**src/rtl/nla_pkg.sv**
```systemverilog
// Shared types and Q-format constants for the NonLinearApprox engine.
// Holds mode encodings, the sequencer state enum and default Q4.12 limits.
package nla_pkg;

   typedef enum logic [1:0] {
      MODE_PLAIN    = 2'b00,
      MODE_ODD      = 2'b01,
      MODE_EVEN     = 2'b10,
      MODE_PASS_POS = 2'b11
   } mode_e;

   typedef enum logic [2:0] {
      S_IDLE,
      S_LOAD,
      S_MAC,
      S_POST,
      S_OUT
   } state_e;

   localparam int DATA_W_DEF = 16;
   localparam int FRAC_W_DEF = 12;
   localparam int ONE        = 1 << FRAC_W_DEF;
   localparam int SAT_MAX    = (1 << (DATA_W_DEF - 1)) - 1;
   localparam int SAT_MIN    = -(1 << (DATA_W_DEF - 1));

   // Index width that stays legal for single-entry tables.
   function automatic int idx_w(input int n);
      return (n > 1) ? $clog2(n) : 1;
   endfunction

endpackage

```
**src/rtl/horner_poly_engine_if.sv**
```systemverilog
// Operand/result handshake bundle of the Horner engine.
// slave: engine side (in_* in, out_* out); master: producer/consumer side.
interface horner_poly_engine_if
   import nla_pkg::*;
#(
   parameter int DATA_W = 16,
   parameter int FUNC_W = 2
);
   logic              in_valid;
   logic              in_ready;
   logic [DATA_W-1:0] in_x;
   logic [FUNC_W-1:0] in_func;
   mode_e             in_mode;
   logic              out_valid;
   logic              out_ready;
   logic [DATA_W-1:0] out_y;
   logic              out_sat;

   modport slave (
      input  in_valid, in_x, in_func, in_mode, out_ready,
      output in_ready, out_valid, out_y, out_sat
   );

   modport master (
      output in_valid, in_x, in_func, in_mode, out_ready,
      input  in_ready, out_valid, out_y, out_sat
   );
endinterface

```
**src/rtl/horner_mac_sat.sv**
```systemverilog
// One Horner step: acc_next = sat(sat(round(acc*x)) + coef).
// Ports: acc, x, coef in; acc_next, sat (any clamp) out. Purely combinational.
module horner_mac_sat #(
   parameter int DATA_W = 16,
   parameter int FRAC_W = 12
) (
   input  logic signed [DATA_W-1:0] acc,
   input  logic signed [DATA_W-1:0] x,
   input  logic signed [DATA_W-1:0] coef,
   output logic signed [DATA_W-1:0] acc_next,
   output logic                     sat
);
   localparam int MW = 2 * DATA_W;
   localparam int PW = MW + 1;

   localparam logic signed [DATA_W-1:0] D_MAX =
      {1'b0, {(DATA_W-1){1'b1}}};
   localparam logic signed [DATA_W-1:0] D_MIN =
      {1'b1, {(DATA_W-1){1'b0}}};
   localparam logic signed [PW-1:0] W_MAX =
      {{(PW-DATA_W+1){1'b0}}, {(DATA_W-1){1'b1}}};
   localparam logic signed [PW-1:0] W_MIN =
      {{(PW-DATA_W+1){1'b1}}, {(DATA_W-1){1'b0}}};
   localparam logic signed [PW-1:0] RND =
      {{(PW-FRAC_W){1'b0}}, 1'b1, {(FRAC_W-1){1'b0}}};

   logic signed [MW-1:0]     prod;
   logic signed [PW-1:0]     prod_r;
   logic signed [PW-1:0]     shf;
   logic signed [DATA_W-1:0] r_sat;
   logic        [DATA_W:0]   sum;
   logic                     r_hi;
   logic                     r_lo;
   logic                     s_clip;

   // One guard bit above the product keeps the rounding add exact.
   assign prod   = MW'(acc) * MW'(x);
   assign prod_r = PW'(prod) + RND;
   assign shf    = prod_r >>> FRAC_W;

   assign r_hi = shf > W_MAX;
   assign r_lo = shf < W_MIN;

   always_comb begin
      r_sat = shf[DATA_W-1:0];
      if (r_hi) r_sat = D_MAX;
      if (r_lo) r_sat = D_MIN;
   end

   assign sum = {r_sat[DATA_W-1], r_sat}
              + {coef[DATA_W-1], coef};

   // Sign bit and guard bit disagree only on overflow.
   assign s_clip = sum[DATA_W] ^ sum[DATA_W-1];

   always_comb begin
      acc_next = sum[DATA_W-1:0];
      if (s_clip) acc_next = sum[DATA_W] ? D_MIN : D_MAX;
   end

   assign sat = r_hi | r_lo | s_clip;
endmodule

```
**src/rtl/horner_poly_engine.sv**
```systemverilog
// Programmable saturating fixed-point polynomial evaluator (Horner, 1 MAC/cycle).
// Ports: clk, rst_n; cfg_* coefficient/degree writes, cfg_err drop pulse;
// io (slave) operand/result handshake; busy while an evaluation is in flight.
module horner_poly_engine
   import nla_pkg::*;
#(
   parameter int DATA_W  = 16,
   parameter int FRAC_W  = 12,
   parameter int MAX_DEG = 7,
   parameter int N_FUNC  = 4,
   localparam int FW     = idx_w(N_FUNC),
   localparam int IW     = idx_w(MAX_DEG + 1)
) (
   input  logic              clk,
   input  logic              rst_n,
   input  logic              cfg_we,
   input  logic [FW-1:0]     cfg_func,
   input  logic [IW-1:0]     cfg_idx,
   input  logic [DATA_W-1:0] cfg_coeff,
   input  logic              cfg_deg_we,
   input  logic [IW-1:0]     cfg_deg,
   output logic              cfg_err,
   horner_poly_engine_if.slave io,
   output logic              busy
);
   localparam logic signed [DATA_W-1:0] D_MAX =
      {1'b0, {(DATA_W-1){1'b1}}};
   localparam logic signed [DATA_W-1:0] D_MIN =
      {1'b1, {(DATA_W-1){1'b0}}};
   localparam logic [IW-1:0] DEG_TOP = IW'(MAX_DEG);

   state_e state_q;
   state_e state_d;

   logic signed [DATA_W-1:0] coef_q [N_FUNC][MAX_DEG+1];
   logic [IW-1:0]            deg_q  [N_FUNC];

   logic signed [DATA_W-1:0] x_q;
   logic signed [DATA_W-1:0] xe_q;
   logic [FW-1:0]            func_q;
   mode_e                    mode_q;
   logic                     abs_sat_q;
   logic signed [DATA_W-1:0] acc_q;
   logic [IW-1:0]            cnt_q;
   logic                     sat_q;
   logic signed [DATA_W-1:0] y_q;
   logic                     ysat_q;
   logic                     cfg_err_q;

   logic                     accept;
   logic                     use_abs;
   logic                     x_min_in;
   logic signed [DATA_W-1:0] xe_in;
   logic [IW-1:0]            deg_sel;
   logic [IW-1:0]            cnt_m1;
   logic signed [DATA_W-1:0] coef_top;
   logic signed [DATA_W-1:0] coef_mac;
   logic signed [DATA_W-1:0] mac_acc;
   logic                     mac_sat;
   logic                     x_pos;
   logic                     short_path;
   logic signed [DATA_W-1:0] y_post;
   logic                     s_post;
   logic                     cfg_hit;
   logic                     cfg_drop;
   logic                     func_ok;
   logic [IW-1:0]            deg_wr;

   assign busy        = state_q != S_IDLE;
   assign io.in_ready = state_q == S_IDLE;
   assign io.out_valid = state_q == S_OUT;
   assign io.out_y    = y_q;
   assign io.out_sat  = ysat_q;
   assign cfg_err     = cfg_err_q;

   assign accept = io.in_valid && io.in_ready;

   // Symmetric modes evaluate at |x|; -MIN is not representable.
   assign use_abs  = (io.in_mode == MODE_ODD
                   || io.in_mode == MODE_EVEN)
                   && io.in_x[DATA_W-1];
   assign x_min_in = io.in_x == D_MIN;

   always_comb begin
      xe_in = io.in_x;
      if (use_abs) xe_in = x_min_in ? D_MAX : -io.in_x;
   end

   assign deg_sel  = deg_q[func_q];
   assign cnt_m1   = cnt_q - IW'(1);
   assign coef_top = coef_q[func_q][deg_sel];
   assign coef_mac = coef_q[func_q][cnt_m1];
   assign x_pos    = !x_q[DATA_W-1];

   assign short_path = (deg_sel == '0)
                    || (mode_q == MODE_PASS_POS && x_pos);

   horner_mac_sat #(
      .DATA_W (DATA_W),
      .FRAC_W (FRAC_W)
   ) u_mac (
      .acc      (acc_q),
      .x        (xe_q),
      .coef     (coef_mac),
      .acc_next (mac_acc),
      .sat      (mac_sat)
   );

   always_comb begin
      y_post = acc_q;
      s_post = sat_q;
      if (mode_q == MODE_PASS_POS && x_pos) begin
         y_post = x_q;
      end else if (mode_q == MODE_ODD && !x_pos) begin
         if (acc_q == D_MIN) begin
            y_post = D_MAX;
            s_post = 1'b1;
         end else begin
            y_post = -acc_q;
         end
      end
   end

   always_ff @(posedge clk or negedge rst_n) begin
      if (!rst_n) state_q <= S_IDLE;
      else        state_q <= state_d;
   end

   always_comb begin
      state_d = state_q;
      unique case (state_q)
         S_IDLE: if (accept) state_d = S_LOAD;
         S_LOAD: state_d = short_path ? S_POST : S_MAC;
         S_MAC:  if (cnt_q == IW'(1)) state_d = S_POST;
         S_POST: state_d = S_OUT;
         S_OUT:  if (io.out_ready) state_d = S_IDLE;
         default: state_d = S_IDLE;
      endcase
   end

   always_ff @(posedge clk or negedge rst_n) begin
      if (!rst_n) begin
         x_q       <= '0;
         xe_q      <= '0;
         func_q    <= '0;
         mode_q    <= MODE_PLAIN;
         abs_sat_q <= 1'b0;
         acc_q     <= '0;
         cnt_q     <= '0;
         sat_q     <= 1'b0;
         y_q       <= '0;
         ysat_q    <= 1'b0;
      end else begin
         unique case (state_q)
            S_IDLE: begin
               if (accept) begin
                  x_q       <= io.in_x;
                  xe_q      <= xe_in;
                  func_q    <= io.in_func;
                  mode_q    <= io.in_mode;
                  abs_sat_q <= use_abs && x_min_in;
               end
            end
            S_LOAD: begin
               acc_q <= coef_top;
               cnt_q <= deg_sel;
               sat_q <= abs_sat_q;
            end
            S_MAC: begin
               acc_q <= mac_acc;
               cnt_q <= cnt_m1;
               sat_q <= sat_q | mac_sat;
            end
            S_POST: begin
               y_q    <= y_post;
               ysat_q <= s_post;
            end
            default: ;
         endcase
      end
   end

   // The slot being evaluated is frozen until the engine is idle again.
   assign cfg_hit  = busy && cfg_func == func_q;
   assign cfg_drop = (cfg_we || cfg_deg_we) && cfg_hit;
   assign func_ok  = 32'(cfg_func) < N_FUNC;
   assign deg_wr   = (cfg_deg > DEG_TOP) ? DEG_TOP : cfg_deg;

   always_ff @(posedge clk or negedge rst_n) begin
      if (!rst_n) begin
         cfg_err_q <= 1'b0;
         for (int f = 0; f < N_FUNC; f++) begin
            deg_q[f] <= '0;
            for (int i = 0; i <= MAX_DEG; i++) begin
               coef_q[f][i] <= '0;
            end
         end
      end else begin
         cfg_err_q <= cfg_drop;
         if (!cfg_hit && func_ok) begin
            if (cfg_we && cfg_idx <= DEG_TOP) begin
               coef_q[cfg_func][cfg_idx] <= cfg_coeff;
            end
            if (cfg_deg_we) begin
               deg_q[cfg_func] <= deg_wr;
            end
         end
      end
   end
endmodule

```
**src/flat_wrapper.sv**
```systemverilog
// flat-port wrapper written by rule: the top's interface ports become plain ports
module horner_poly_engine_flat import nla_pkg::*;
#(
   parameter int DATA_W  = 16,
   parameter int FRAC_W  = 12,
   parameter int MAX_DEG = 7,
   parameter int N_FUNC  = 4,
   localparam int FW     = idx_w(N_FUNC),
   localparam int IW     = idx_w(MAX_DEG + 1)
)
  (clk, rst_n, cfg_we, cfg_func, cfg_idx, cfg_coeff, cfg_deg_we, cfg_deg, cfg_err, busy, io_in_valid, io_in_x, io_in_func, io_in_mode, io_out_ready, io_in_ready, io_out_valid, io_out_y, io_out_sat);
  horner_poly_engine_if #(.DATA_W(DATA_W), .FUNC_W(2)) io_i ();
  input  logic clk;
  input  logic rst_n;
  input  logic cfg_we;
  input  logic [FW-1:0] cfg_func;
  input  logic [IW-1:0] cfg_idx;
  input  logic [DATA_W-1:0] cfg_coeff;
  input  logic cfg_deg_we;
  input  logic [IW-1:0] cfg_deg;
  output logic cfg_err;
  output logic busy;
  input wire logic [$bits(io_i.in_valid)-1:0] io_in_valid;
  input wire logic [$bits(io_i.in_x)-1:0] io_in_x;
  input wire logic [$bits(io_i.in_func)-1:0] io_in_func;
  input wire logic [$bits(io_i.in_mode)-1:0] io_in_mode;
  input wire logic [$bits(io_i.out_ready)-1:0] io_out_ready;
  output wire logic [$bits(io_i.in_ready)-1:0] io_in_ready;
  output wire logic [$bits(io_i.out_valid)-1:0] io_out_valid;
  output wire logic [$bits(io_i.out_y)-1:0] io_out_y;
  output wire logic [$bits(io_i.out_sat)-1:0] io_out_sat;
  assign io_i.in_valid = io_in_valid;
  assign io_i.in_x = io_in_x;
  assign io_i.in_func = io_in_func;
  assign io_i.in_mode = io_in_mode;
  assign io_i.out_ready = io_out_ready;
  assign io_in_ready = io_i.in_ready;
  assign io_out_valid = io_i.out_valid;
  assign io_out_y = io_i.out_y;
  assign io_out_sat = io_i.out_sat;
  horner_poly_engine #(.DATA_W(DATA_W), .FRAC_W(FRAC_W), .MAX_DEG(MAX_DEG), .N_FUNC(N_FUNC)) u_core (.clk(clk), .rst_n(rst_n), .cfg_we(cfg_we), .cfg_func(cfg_func), .cfg_idx(cfg_idx), .cfg_coeff(cfg_coeff), .cfg_deg_we(cfg_deg_we), .cfg_deg(cfg_deg), .cfg_err(cfg_err), .io(io_i), .busy(busy));
endmodule
```
**config.mk**
```make
export PLATFORM = sky130hd
export DESIGN_NAME = horner_poly_engine_flat
export DESIGN_NICKNAME = d
export VERILOG_FILES = /design/src/rtl/nla_pkg.sv /design/src/rtl/horner_poly_engine_if.sv /design/src/rtl/horner_mac_sat.sv /design/src/rtl/horner_poly_engine.sv /design/src/flat_wrapper.sv
export SDC_FILE = /design/constraint.sdc
export NUM_CORES = 2
export LEC_CHECK = 0
export ABC_AREA = 1
export ABC_CLOCK_PERIOD_IN_PS = 14400
export CAP_MARGIN = 20
export CORE_ASPECT_RATIO = 0.75
export CORE_MARGIN = 2
export CORE_UTILIZATION = 41
export CTS_CLUSTER_SIZE = 8
export DETAILED_ROUTE_END_ITERATION = 10
export GPL_TIMING_DRIVEN = 0
export PLACE_DENSITY = 0.62
export REMOVE_ABC_BUFFERS = 1
export SETUP_SLACK_MARGIN = 0.02
export SYNTH_ARGS = -nofsm -noshare
export SYNTH_HDL_FRONTEND = slang
export SYNTH_SLANG_ARGS = --single-unit
```
**constraint.sdc**
```tcl
create_clock -name clk -period 14.4 [get_ports clk]
set_input_delay 2.88 -clock clk [delete_from_list [all_inputs] [get_ports clk]]
set_output_delay 2.88 -clock clk [all_outputs]
set_load 0.05 [all_outputs]
```
==> results.cfg <==
[layout]
final_cell_area_mm2 = 0.0450
syn_to_final_growth_pct = 11.7
layout_commonest_cell = sky130_fd_sc_hd__nand2_1
drive_above_1_share_pct = 3.62
fill_cells = 9659
antenna_cells = 0
mostFrequentLayoutCells = sky130_fd_sc_hd__nand2_1 (1676), sky130_fd_sc_hd__o21ai_0 (679), sky130_fd_sc_hd__dfrtp_1 (599), sky130_fd_sc_hd__inv_1 (576), sky130_fd_sc_hd__fa_1 (268)
finalNonFillerCells = 6400
final_net_count = 5494

[timing]
report.final.setup_viol = 0
max_slew.worst_pin.slew_ns = 1.09
fin_crit_sh_pct = 72.5
timing.setup.tns_ns = 0
final.setup_skew_ns = 0.0500
clock.fmax_ghz = 0.0957
total_count_of_max_transition_violations_in_the_final_report = 0
final_hold_viol_count = 0
rsz0062_at_grt = false
period_needed_ns = 10.44
worst_case_headroom_to_the_max_slew_limit_pct = 26.9

[worst_setup_path]
cp_common_cell = sky130_fd_sc_hd__nand2_1
timing.critical_path.to_type = flip-flop
crit_slowest_cell = sky130_fd_sc_hd__fa_1
crit_arrival_ns = 11.02
critPathMaxFanout = 16
worst_r2r_startpoint = u_core.xe_q[1]$_DFFE_PN0P_
timing.reg2reg.worst_path_depth = 37
cp-start-kind = flip-flop
setup.reg_to_reg.worst_slack_ns = 3.96
kind_of_critical_path = flip-flop to flip-flop
timing.rr.end = u_core.acc_q[0]$_DFFE_PN0P_
slowest_delay_ns = 0.79
worstPathRequired_ns = 14.98

[synth]
ys_ff_latch = 602
synth_largest_type_area_fraction_pct = 37.4
ys_dominant_reg_cell = sky130_fd_sc_hd__dfrtp_1
synth-seq-area-share_pct = 37.4
synth.largest_area_cell = sky130_fd_sc_hd__dfrtp_1
cell_count_after_synthesis = 5229
syn_warnings = 0
async_reset_ff_share_pct = 100
syn_area_per_cell_um2 = 7.71
yosys-top-cells-area = sky130_fd_sc_hd__dfrtp_1 (37%), sky130_fd_sc_hd__nand2_1 (16%), sky130_fd_sc_hd__fa_1 (13%)
syn-cell-area_mm2 = 0.0403
yosys.cell_types.count = 48
synth-edff-count = 0

[route]
vias_post_dr = 34300
routed_wl_mm = 120
wl_per_cell_um = 18.7
detailedRoute.firstIterationViolations = 3804
avgViaCountPerCell = 5.36
postRouteAntennaNets = 0
detail_route.first_pass.iterations = 6
drc = 0

[placement]
place_congestion = 0.923
placement_stage_cell_area_mm2 = 0.0425
placed_cell_count = 6297
hpwl_mm = 81.2
io_buffer_count = 70

[cts]
clock_tree.htree_level_count = 3
cts_resized = 0
clock_latency_ns = 0.65
clk_path_buf_depth = 3
ctsHoldBuffers = 0
clkTransAtPathRegs_ns = 0.06
cts_setup_buffers = 0
cts_tree = built
clock_tree.root_cell = sky130_fd_sc_hd__clkbuf_16
numClockSinks = 602
number_of_clock_buffers_inserted_by_tritoncts = 85

[hold_path]
hold_path_end = u_core.x_q[2]$_DFFE_PN0P_
hold_path.startpoint = u_core.x_q[2]$_DFFE_PN0P_
hold_path_depth = 2
timing.hold.worst.class = flip-flop to flip-flop

[global_routing]
use_met1_pct = 37.2
antenna_found_initial = 1
grt.overflow.total = 0
maximum_number_of_pins_on_one_net_before_global_route_repair = 143
grt.busiest_layer = met1
global_routing_usage_summed_across_all_routing_layers_pct = 24.0
via_count_of_the_first_global_routing_pass = 33000
groute.layer.met2.usage_pct = 34.6
use_met3_pct = 4.09
grt_pass1_wl_mm = 192

[die]
initial_utilization_pct = 41.4
design.portCount = 71
dieWidth_um = 366
floorplan.die.height_um = 276
die_area_mm2 = 0.101
rows = 99
core_region_area_mm2 = 0.0974

[job]
max_cap_viol_count = 0

[outcome]
run_status = completed
[Yosys cell counts, drive strengths merged, types with 33 or more instances]
master,number
nor2,248
o21ai,687
dfrtp,602
fa,268
nand2,1678
clkbuf,286
xor2,33
a21oi,181
inv,579
nand3,230
buf,82
a32o,59
ha,98
[worst max path at each step]
stage,start,end,depth (start not counted),slack [ns]
finish,u_core.xe_q[1]$_DFFE_PN0P_,u_core.acc_q[0]$_DFFE_PN0P_,37,3.96
global route,u_core.xe_q[1]$_DFFE_PN0P_,u_core.acc_q[9]$_DFFE_PN0P_,39,3.29
CTS,u_core.xe_q[1]$_DFFE_PN0P_,u_core.acc_q[0]$_DFFE_PN0P_,42,4.28
detailed placement,u_core.xe_q[1]$_DFFE_PN0P_,u_core.acc_q[0]$_DFFE_PN0P_,42,4.31
global placement,rst_n,u_core.coef_q[11]$_DFFE_PN0P_,1,-17.67
floorplan,u_core.func_q[0]$_DFFE_PN0P_,u_core.acc_q[14]$_DFFE_PN0P_,11,2.44
[kinds of logic after synthesis]
logic type      count (synthesis)  share of synthesized area [%]
compound gates               1041                           14.3
xor+xnor                       56                           1.22
fa+ha+maj                     366                           16.4
buf+inv                       949                           9.04
flops                         602                           37.4
simple gates                 2215                           21.7
[metal layers]
metal / up-vias / routed length, um
met1: 16600 / 57700
met5: - / 12
met2: 1304 / 49400
met4: 2 / 2870
li1: 16200 / -
met3: 178 / 9570
[state kept, by name, indices dropped and copies added, names as in the netlist]
name	cells
u_core.xe_q	16
u_core.mode_q	2
u_core.abs_sat_q	1
u_core.io.out_y	16
u_core.sat_q	1
u_core.io.out_sat	1
u_core.cnt_q	3
u_core.func_q	2
u_core.x_q	16
u_core.state_q	3
u_core.deg_q	12
u_core.coef_q	512
u_core.acc_q	16
u_core.cfg_err	1
[critical path: cells and delay by family, from the launching register on]
kind	cells	cell delay, ns
compound gates	5	1.07
fa+ha+maj	8	4.30
buf+inv	6	0.66
flops	1	0.69
simple gates	18	3.63
[through the flow]
stage          utilization (%)  hold slack (ns)  setup slack (ns)
6_report                  46.2            0.473              3.96
3_5_place_dp              43.7            0.459              4.31
3_3_place_gp              42.3            0.455            -17.67
5_1_grt                   46.2            0.496              3.29
4_1_cts                   46.1            0.471              4.28
2_1_floorplan                -            0.442              2.44
[area by class of cell]
cell class / count / area, um2 / area share (%)
inverter: 581 / 2200 / 4.88
clock buffer: 89 / 2170 / 4.83
sequential: 602 / 15100 / 33.5
multi-input combinational: 3678 / 21700 / 48.1
clock inverter: 7 / 144 / 0.320
tap: 1313 / 1640 / 3.65
timing repair buffer: 130 / 2110 / 4.70
Power is left out: the tool's default activity adds up to more than one toggle a clock period on the data nets, which glitch-free logic cannot reach.
